$ cat src/rtl/m2v_pkg.sv
// Shared types and helpers for the IDCT transposition buffer.
package m2v_pkg;

    typedef enum logic [0:0] {
        WS_IDLE = 1'b0,
        WS_FILL = 1'b1
    } wstate_t;

    localparam int BLK_SAMPLES = 64;

    // Row-major sample index held by lane 'lane' at read address 'addr'.
    function automatic logic [5:0] rd_index(input int unsigned addr, input int unsigned lane,
                                            input int unsigned npix);
        int unsigned pos;
        pos = addr * npix;
        return 6'((8 * ((pos % 8) + lane) + pos / 8) % 64);
    endfunction

endpackage

$ cat src/rtl/m2v_tbuf_lane_ram.sv
// One lane of sample storage: single write port, registered read port with sync clear.
module m2v_tbuf_lane_ram #(
    parameter int IW  = 16,
    parameter int ADW = 6
) (
    input  logic                 clk,
    input  logic                 clr,
    input  logic                 we,
    input  logic [ADW-1:0]       waddr,
    input  logic signed [IW-1:0] wdata,
    input  logic                 re,
    input  logic [ADW-1:0]       raddr,
    output logic signed [IW-1:0] rdata
);
    localparam int DEPTH = 1 << ADW;

    logic signed [IW-1:0] mem_q [DEPTH];
    logic signed [IW-1:0] rdata_q, rdata_d;

    always_ff @(posedge clk) begin
        if (we) mem_q[waddr] <= wdata;
    end

    // The read register holds while re is low so the output freezes with the bank.
    always_comb begin
        rdata_d = rdata_q;
        if (re) rdata_d = mem_q[raddr];
    end

    always_ff @(posedge clk) begin
        if (clr) rdata_q <= '0;
        else     rdata_q <= rdata_d;
    end

    assign rdata = rdata_q;

endmodule

$ cat src/rtl/m2v_idct_tbuf.sv
// Multi-bank 8x8 transposition buffer: row-major in, column-major out, NPIX samples per read.
// Optional macro M2V_TBUF_SAT_EN: saturate output lanes to the signed OW range instead of wrapping.
module m2v_idct_tbuf
    import m2v_pkg::*;
#(
    parameter int IW    = 16,
    parameter int OW    = 9,
    parameter int NBANK = 2,
    parameter int NPIX  = 2,
    localparam int AW   = $clog2(64 / NPIX)
) (
    input  logic                 clk,
    input  logic                 reset_n,
    input  logic                 softreset,
    output logic                 ready,
    input  logic                 blk_start,
    input  logic                 blk_coded,
    output logic                 wr_ready,
    input  logic                 wr_valid,
    input  logic signed [IW-1:0] wr_data,
    output logic                 rd_valid,
    output logic                 rd_coded,
    input  logic [AW-1:0]        rd_addr,
    output logic [NPIX*OW-1:0]   rd_data,
    input  logic                 rd_done,
    output logic                 ovf
);
    localparam int BW = $clog2(NBANK);
    localparam int CW = $clog2(NBANK + 1);

`ifdef M2V_TBUF_SAT_EN
    localparam logic signed [IW-1:0] SAT_MAX = IW'((1 << (OW - 1)) - 1);
    localparam logic signed [IW-1:0] SAT_MIN = IW'(-(1 << (OW - 1)));
`endif

    function automatic logic signed [OW-1:0] reduce(input logic signed [IW-1:0] s);
`ifdef M2V_TBUF_SAT_EN
        if (s > SAT_MAX) return SAT_MAX[OW-1:0];
        if (s < SAT_MIN) return SAT_MIN[OW-1:0];
`endif
        return s[OW-1:0];
    endfunction

    wstate_t          state_q, state_d;
    logic [5:0]       beat_q, beat_d;
    logic [BW-1:0]    wptr_q, wptr_d, rptr_q, rptr_d;
    logic [CW-1:0]    cnt_q, cnt_d;
    logic [NBANK-1:0] filled_q, filled_d, coded_q, coded_d;
    logic             ready_q, ready_d;
    logic             ovf_q, ovf_d;
    logic             rd_zero_q, rd_zero_d;

    logic             clr, accept, wr_fire, release_bank, rd_valid_w;
    int unsigned      wrow, wcol;
    logic [AW-1:0]    waddr;

    assign clr          = !reset_n || softreset;
    assign rd_valid_w   = filled_q[rptr_q];
    assign accept       = blk_start && ready_q;
    assign wr_fire      = (state_q == WS_FILL) && wr_valid;
    assign release_bank = rd_done && rd_valid_w;

    // Row r lives in lane r%NPIX; within a lane, words are ordered column-major.
    always_comb begin
        wrow  = 32'(beat_q[5:3]);
        wcol  = 32'(beat_q[2:0]);
        waddr = AW'(wcol * (8 / NPIX) + wrow / NPIX);
    end

    always_comb begin
        state_d   = state_q;
        beat_d    = beat_q;
        wptr_d    = wptr_q;
        rptr_d    = rptr_q;
        filled_d  = filled_q;
        coded_d   = coded_q;
        ovf_d     = ovf_q;
        rd_zero_d = rd_zero_q;

        if (accept) begin
            if (blk_coded) begin
                state_d = WS_FILL;
                beat_d  = '0;
            end else begin
                filled_d[wptr_q] = 1'b1;
                coded_d[wptr_q]  = 1'b0;
                wptr_d           = wptr_q + 1'b1;
            end
        end

        if (wr_fire) begin
            beat_d = beat_q + 1'b1;
            if (beat_q == 6'(BLK_SAMPLES - 1)) begin
                state_d          = WS_IDLE;
                filled_d[wptr_q] = 1'b1;
                coded_d[wptr_q]  = 1'b1;
                wptr_d           = wptr_q + 1'b1;
            end
        end

        // The bank being released is always distinct from the one being filled.
        if (release_bank) begin
            filled_d[rptr_q] = 1'b0;
            rptr_d           = rptr_q + 1'b1;
        end

        cnt_d = cnt_q + CW'(accept) - CW'(release_bank);

        if ((blk_start && !ready_q) || (rd_done && !rd_valid_w)) ovf_d = 1'b1;

        ready_d = (cnt_d < CW'(NBANK)) && (state_d == WS_IDLE);

        if (rd_valid_w) rd_zero_d = !coded_q[rptr_q];
    end

    always_ff @(posedge clk) begin
        if (clr) begin
            state_q   <= WS_IDLE;
            beat_q    <= '0;
            wptr_q    <= '0;
            rptr_q    <= '0;
            cnt_q     <= '0;
            filled_q  <= '0;
            coded_q   <= '0;
            ready_q   <= 1'b1;
            ovf_q     <= 1'b0;
            rd_zero_q <= 1'b0;
        end else begin
            state_q   <= state_d;
            beat_q    <= beat_d;
            wptr_q    <= wptr_d;
            rptr_q    <= rptr_d;
            cnt_q     <= cnt_d;
            filled_q  <= filled_d;
            coded_q   <= coded_d;
            ready_q   <= ready_d;
            ovf_q     <= ovf_d;
            rd_zero_q <= rd_zero_d;
        end
    end

    for (genvar k = 0; k < NPIX; k++) begin : g_lane
        logic signed [IW-1:0] lane_rdata;
        logic                 lane_we;

        assign lane_we = wr_fire && (wrow % NPIX == k);

        m2v_tbuf_lane_ram #(
            .IW (IW),
            .ADW(BW + AW)
        ) u_ram (
            .clk  (clk),
            .clr  (clr),
            .we   (lane_we),
            .waddr({wptr_q, waddr}),
            .wdata(wr_data),
            .re   (rd_valid_w),
            .raddr({rptr_q, rd_addr}),
            .rdata(lane_rdata)
        );

        assign rd_data[k*OW +: OW] = rd_zero_q ? '0 : reduce(lane_rdata);
    end

    assign ready    = ready_q;
    assign wr_ready = (state_q == WS_FILL);
    assign rd_valid = rd_valid_w;
    assign rd_coded = rd_valid_w && coded_q[rptr_q];
    assign ovf      = ovf_q;

endmodule

$ cat config.mk
export PLATFORM = sky130hd
export DESIGN_NAME = m2v_idct_tbuf
export DESIGN_NICKNAME = d
export VERILOG_FILES = /design/src/rtl/m2v_pkg.sv /design/src/rtl/m2v_tbuf_lane_ram.sv /design/src/rtl/m2v_idct_tbuf.sv
export SDC_FILE = /design/constraint.sdc
export NUM_CORES = 1
export LEC_CHECK = 0
export CAP_MARGIN = 30
export CORE_MARGIN = 4
export CORE_UTILIZATION = 65
export CTS_CLUSTER_SIZE = 20
export DETAILED_ROUTE_END_ITERATION = 16
export PLACE_DENSITY = 0.82
export SLEW_MARGIN = 15
export SYNTH_ARGS = -nofsm -noshare
export SYNTH_HDL_FRONTEND = slang
export SYNTH_SLANG_ARGS = --single-unit
$ cat constraint.sdc
create_clock -name clk -period 5.9 [get_ports clk]
set_input_delay 1.18 -clock clk [delete_from_list [all_inputs] [get_ports clk]]
set_output_delay 1.18 -clock clk [all_outputs]
set_load 0.02 [all_outputs]
==> run summary <==
FP Rows: 97
fin crit share: 66.1%
crit-path max FO: 19
synth cell count leaders: edfxtp_1 (1152), mux2i_1 (290), nor2_1 (149)
Mapped Nets: 2480
Slew headroom: 28.4%
first-pass detailed-route iteration total: 9
Post-CTS Resized: 0
final hold viol count: 0
Overflow after GRT: 0
area share of the largest cell type after synthesis: 75.1%
crit start category: input port
Crit Reg-Reg Startpoint: wr_ready$_SDFF_PP0_
peak supply drop: 0.264 mV
Initial Util: 65.7%
Worst Max-Slew Pin Slew: 1.07 ns
DR top layer: met4
CP bufs+invs: 2
CTS tree: done
HP Class: reg -> reg
status: complete, no violations
Final min period: 3.90 ns
Initial DRC Count: 3362
Total Nets Final: 2539
hold path cells: 1
I/O Pins: 51
Sink Count: 1188
crit-path cells: clkdlybuf4s50_1 > and3b_1 > buf_4 > a22o_1 > a221oi_1 > a31oi_1 > a211o_1
unrepaired setup endpoints after global routing: no
layout cells sized above 1: 15.0%
Largest delay share family, worst path: compound AO/OA/AOI/OAI gates
Mapped Avg Cell Area: 18.8 µm²
HP Start: g_lane[1].u_ram.rdata[4]$_SDFFE_PP0P_
largest net degree at the start of global routing: 99
met2 WL post-DR: 51.7 mm
slowest stage delay, CP: 0.91 ns
Worst Hold End: g_lane[1].u_ram.rdata[4]$_SDFFE_PP0P_
number of port buffers: 43
Worst R2R End: g_lane[0].u_ram.mem_q[14][3]$_DFFE_PP_
clk root buf: clkbuf_16
vias in the first global route: 24100
n_diodes: 0
critical path's slowest cell: clkdlybuf4s50_1
pwr/cell area: 333 nW/µm²
DR WL/cell: 29.8 µm
PnR worst setup slack: 2.00 ns
H-tree depth: 3
cell with the most instances after synthesis: edfxtp_1
Seq cells post-synth: 1188
Max Cap Violations: 0
HPWL after DPL: 58.6 mm
Mapped Cells: 2449
CORE AREA: 70100 µm²
Distinct cells, synth: 42
clk buf depth: 3
sequential fraction of the synthesis area: 76.6%
# fillers: 3860
total power draw: 17.0 mW
met1 WL: 38.6 mm
drt total wl: 106 mm
Setup Buffers After CTS: 0
Setup TNS Final: 0 ns
routability congestion estimate: 0.858
Antenna Nets Post-Route: 0
die width: 274 µm
register-to-register setup slack: 2.86 ns
endpoint type of the worst setup path: flop
Arrival @ worst endpoint: 4.47 ns
Async SR Flop Fraction: 0%
critical path class: in -> reg
Register Area: 35300 µm²
Mapped Area: 46100 µm²
routed vias: 24200
GRT Util Overall: 28.3%
Static Leak: 16.8 nW
final setup vio count: 0
Setup Skew: 0.0334 ns
Peak Freq: 0.256 GHz
# DRC: 0
met3 wire len: 11.3 mm
number of synthesized flops with an enable pin: 1152
Yosys Warn Count: 0
R2R depth: 4
hold_buf cts: 0
Die Ht: 274 µm
Place WS: 1.39 ns
clock latency on the worst-skew pair: 0.69 ns
Most used DFF post-synth: edfxtp_1
top cells by area, synth: edfxtp_1 (75%), mux4_2 (6.8%), mux2i_1 (6.3%), dfxtp_1 (1.6%), nor2_1 (1.2%)
first-pass GRT wire length: 156 mm
Reg clk slew, reported paths: 0.07 ns
via density per instance: 6.82
Slew Viols, Final: 0
largest area contributor in the netlist: edfxtp_1
CP required: 6.47 ns
Layout area overhead: 11.0%
area of the multi-input gates: 10100 µm²
die area: 75200 µm²
initial antenna violation count: 0
TritonCTS buffer count: 110
-- final cells by class --
class / instances / area share (%)
clock buffers: 142 / 5.86
multi-input cells: 1111 / 19.7
inverters: 4 / 0.0294
clock inverters: 67 / 1.11
flip-flops and latches: 1188 / 69.0
well taps: 940 / 2.30
repair buffers: 93 / 1.93
-- registers in the layout (all words and copies together) (netlist names) --
signal,count
g_lane.u_ram.rdata,18
wr_ready,1
filled_q,2
beat_q,6
wptr_q,1
ovf,1
ready,1
rd_zero_q,1
coded_q,2
cnt_q,2
rptr_q,1
g_lane.u_ram.mem_q,1152
-- power breakdown --
group,total (mW),switching (mW),internal [mW]
clock,7.04,3.06,3.98
sequential,9.25,0.00600,9.25
combinational,0.717,0.473,0.244
total,17.0,3.54,13.5
-- worst max path at each step --
stage	from	endpoint	cells after the start
2_1_floorplan	rd_addr[0]	g_lane[1].u_ram.rdata[1]$_SDFFE_PP0P_	7
3_3_place_gp	rd_addr[3]	g_lane[0].u_ram.rdata[3]$_SDFFE_PP0P_	7
3_5_place_dp	rd_addr[3]	g_lane[0].u_ram.rdata[7]$_SDFFE_PP0P_	7
4_1_cts	rd_addr[3]	g_lane[0].u_ram.rdata[7]$_SDFFE_PP0P_	7
5_1_grt	rd_addr[3]	g_lane[0].u_ram.rdata[6]$_SDFFE_PP0P_	7
6_report	rd_addr[3]	g_lane[0].u_ram.rdata[7]$_SDFFE_PP0P_	7
-- routing by layer --
layer	GRT usage (%)	up-vias
li1	-	10000
met1	39.7	12300
met2	45.3	1592
met3	5.71	251
met4	10.1	0
met5	0	-
-- cells by family (layout without fill, tap and decap cells) --
kind of cell,count (synthesis),after routing,share of synthesized area [%]
AOI/OAI and AO/OA,294,294,4.69
adders and majority gates,3,3,0.0815
buffers and inverters,150,306,1.53
DFF,1188,1188,76.6
and+or+nand+nor,378,378,3.65
muxes,434,434,13.4
xor gates and xnor gates,2,2,0.0380
-- cell usage in the layout (no fill, tap or decap), types with 6 or more instances in the layout --
cell type,count
clkbuf_16,115
nor2b_1,21
mux2i_1,290
clkinv_1,22
nand2_1,87
nor2_1,148
clkbuf_1,25
buf_4,44
buf_12,9
clkinv_2,28
mux4_2,140
dfxtp_1,36
a21oi_1,80
nand3_1,84
bufinv_16,9
edfxtp_1,1152
nor3_1,6
clkdlybuf4s50_1,32
a221oi_1,19
a221oi_2,18
a22oi_1,74
o21ai_0,8
a22o_1,36
a211o_1,18
a31oi_1,39
-- through the flow --
| stage | instance area, µm² | util, % | hold slack, ns | cells |
|---|---|---|---|---|
| CTS | 51000 | 72.7 | 0.458 | 3530 |
| detailed placement | 47400 | 67.6 | 0.444 | 3321 |
| floorplan | 46100 | - | 0.427 | 2449 |
| finish | 51200 | 72.9 | 0.457 | 3545 |
| global placement | 47400 | 67.5 | 0.443 | 3318 |
| global route | 51200 | 72.9 | 0.483 | 3545 |
Power figures use the tool's default switching activity.
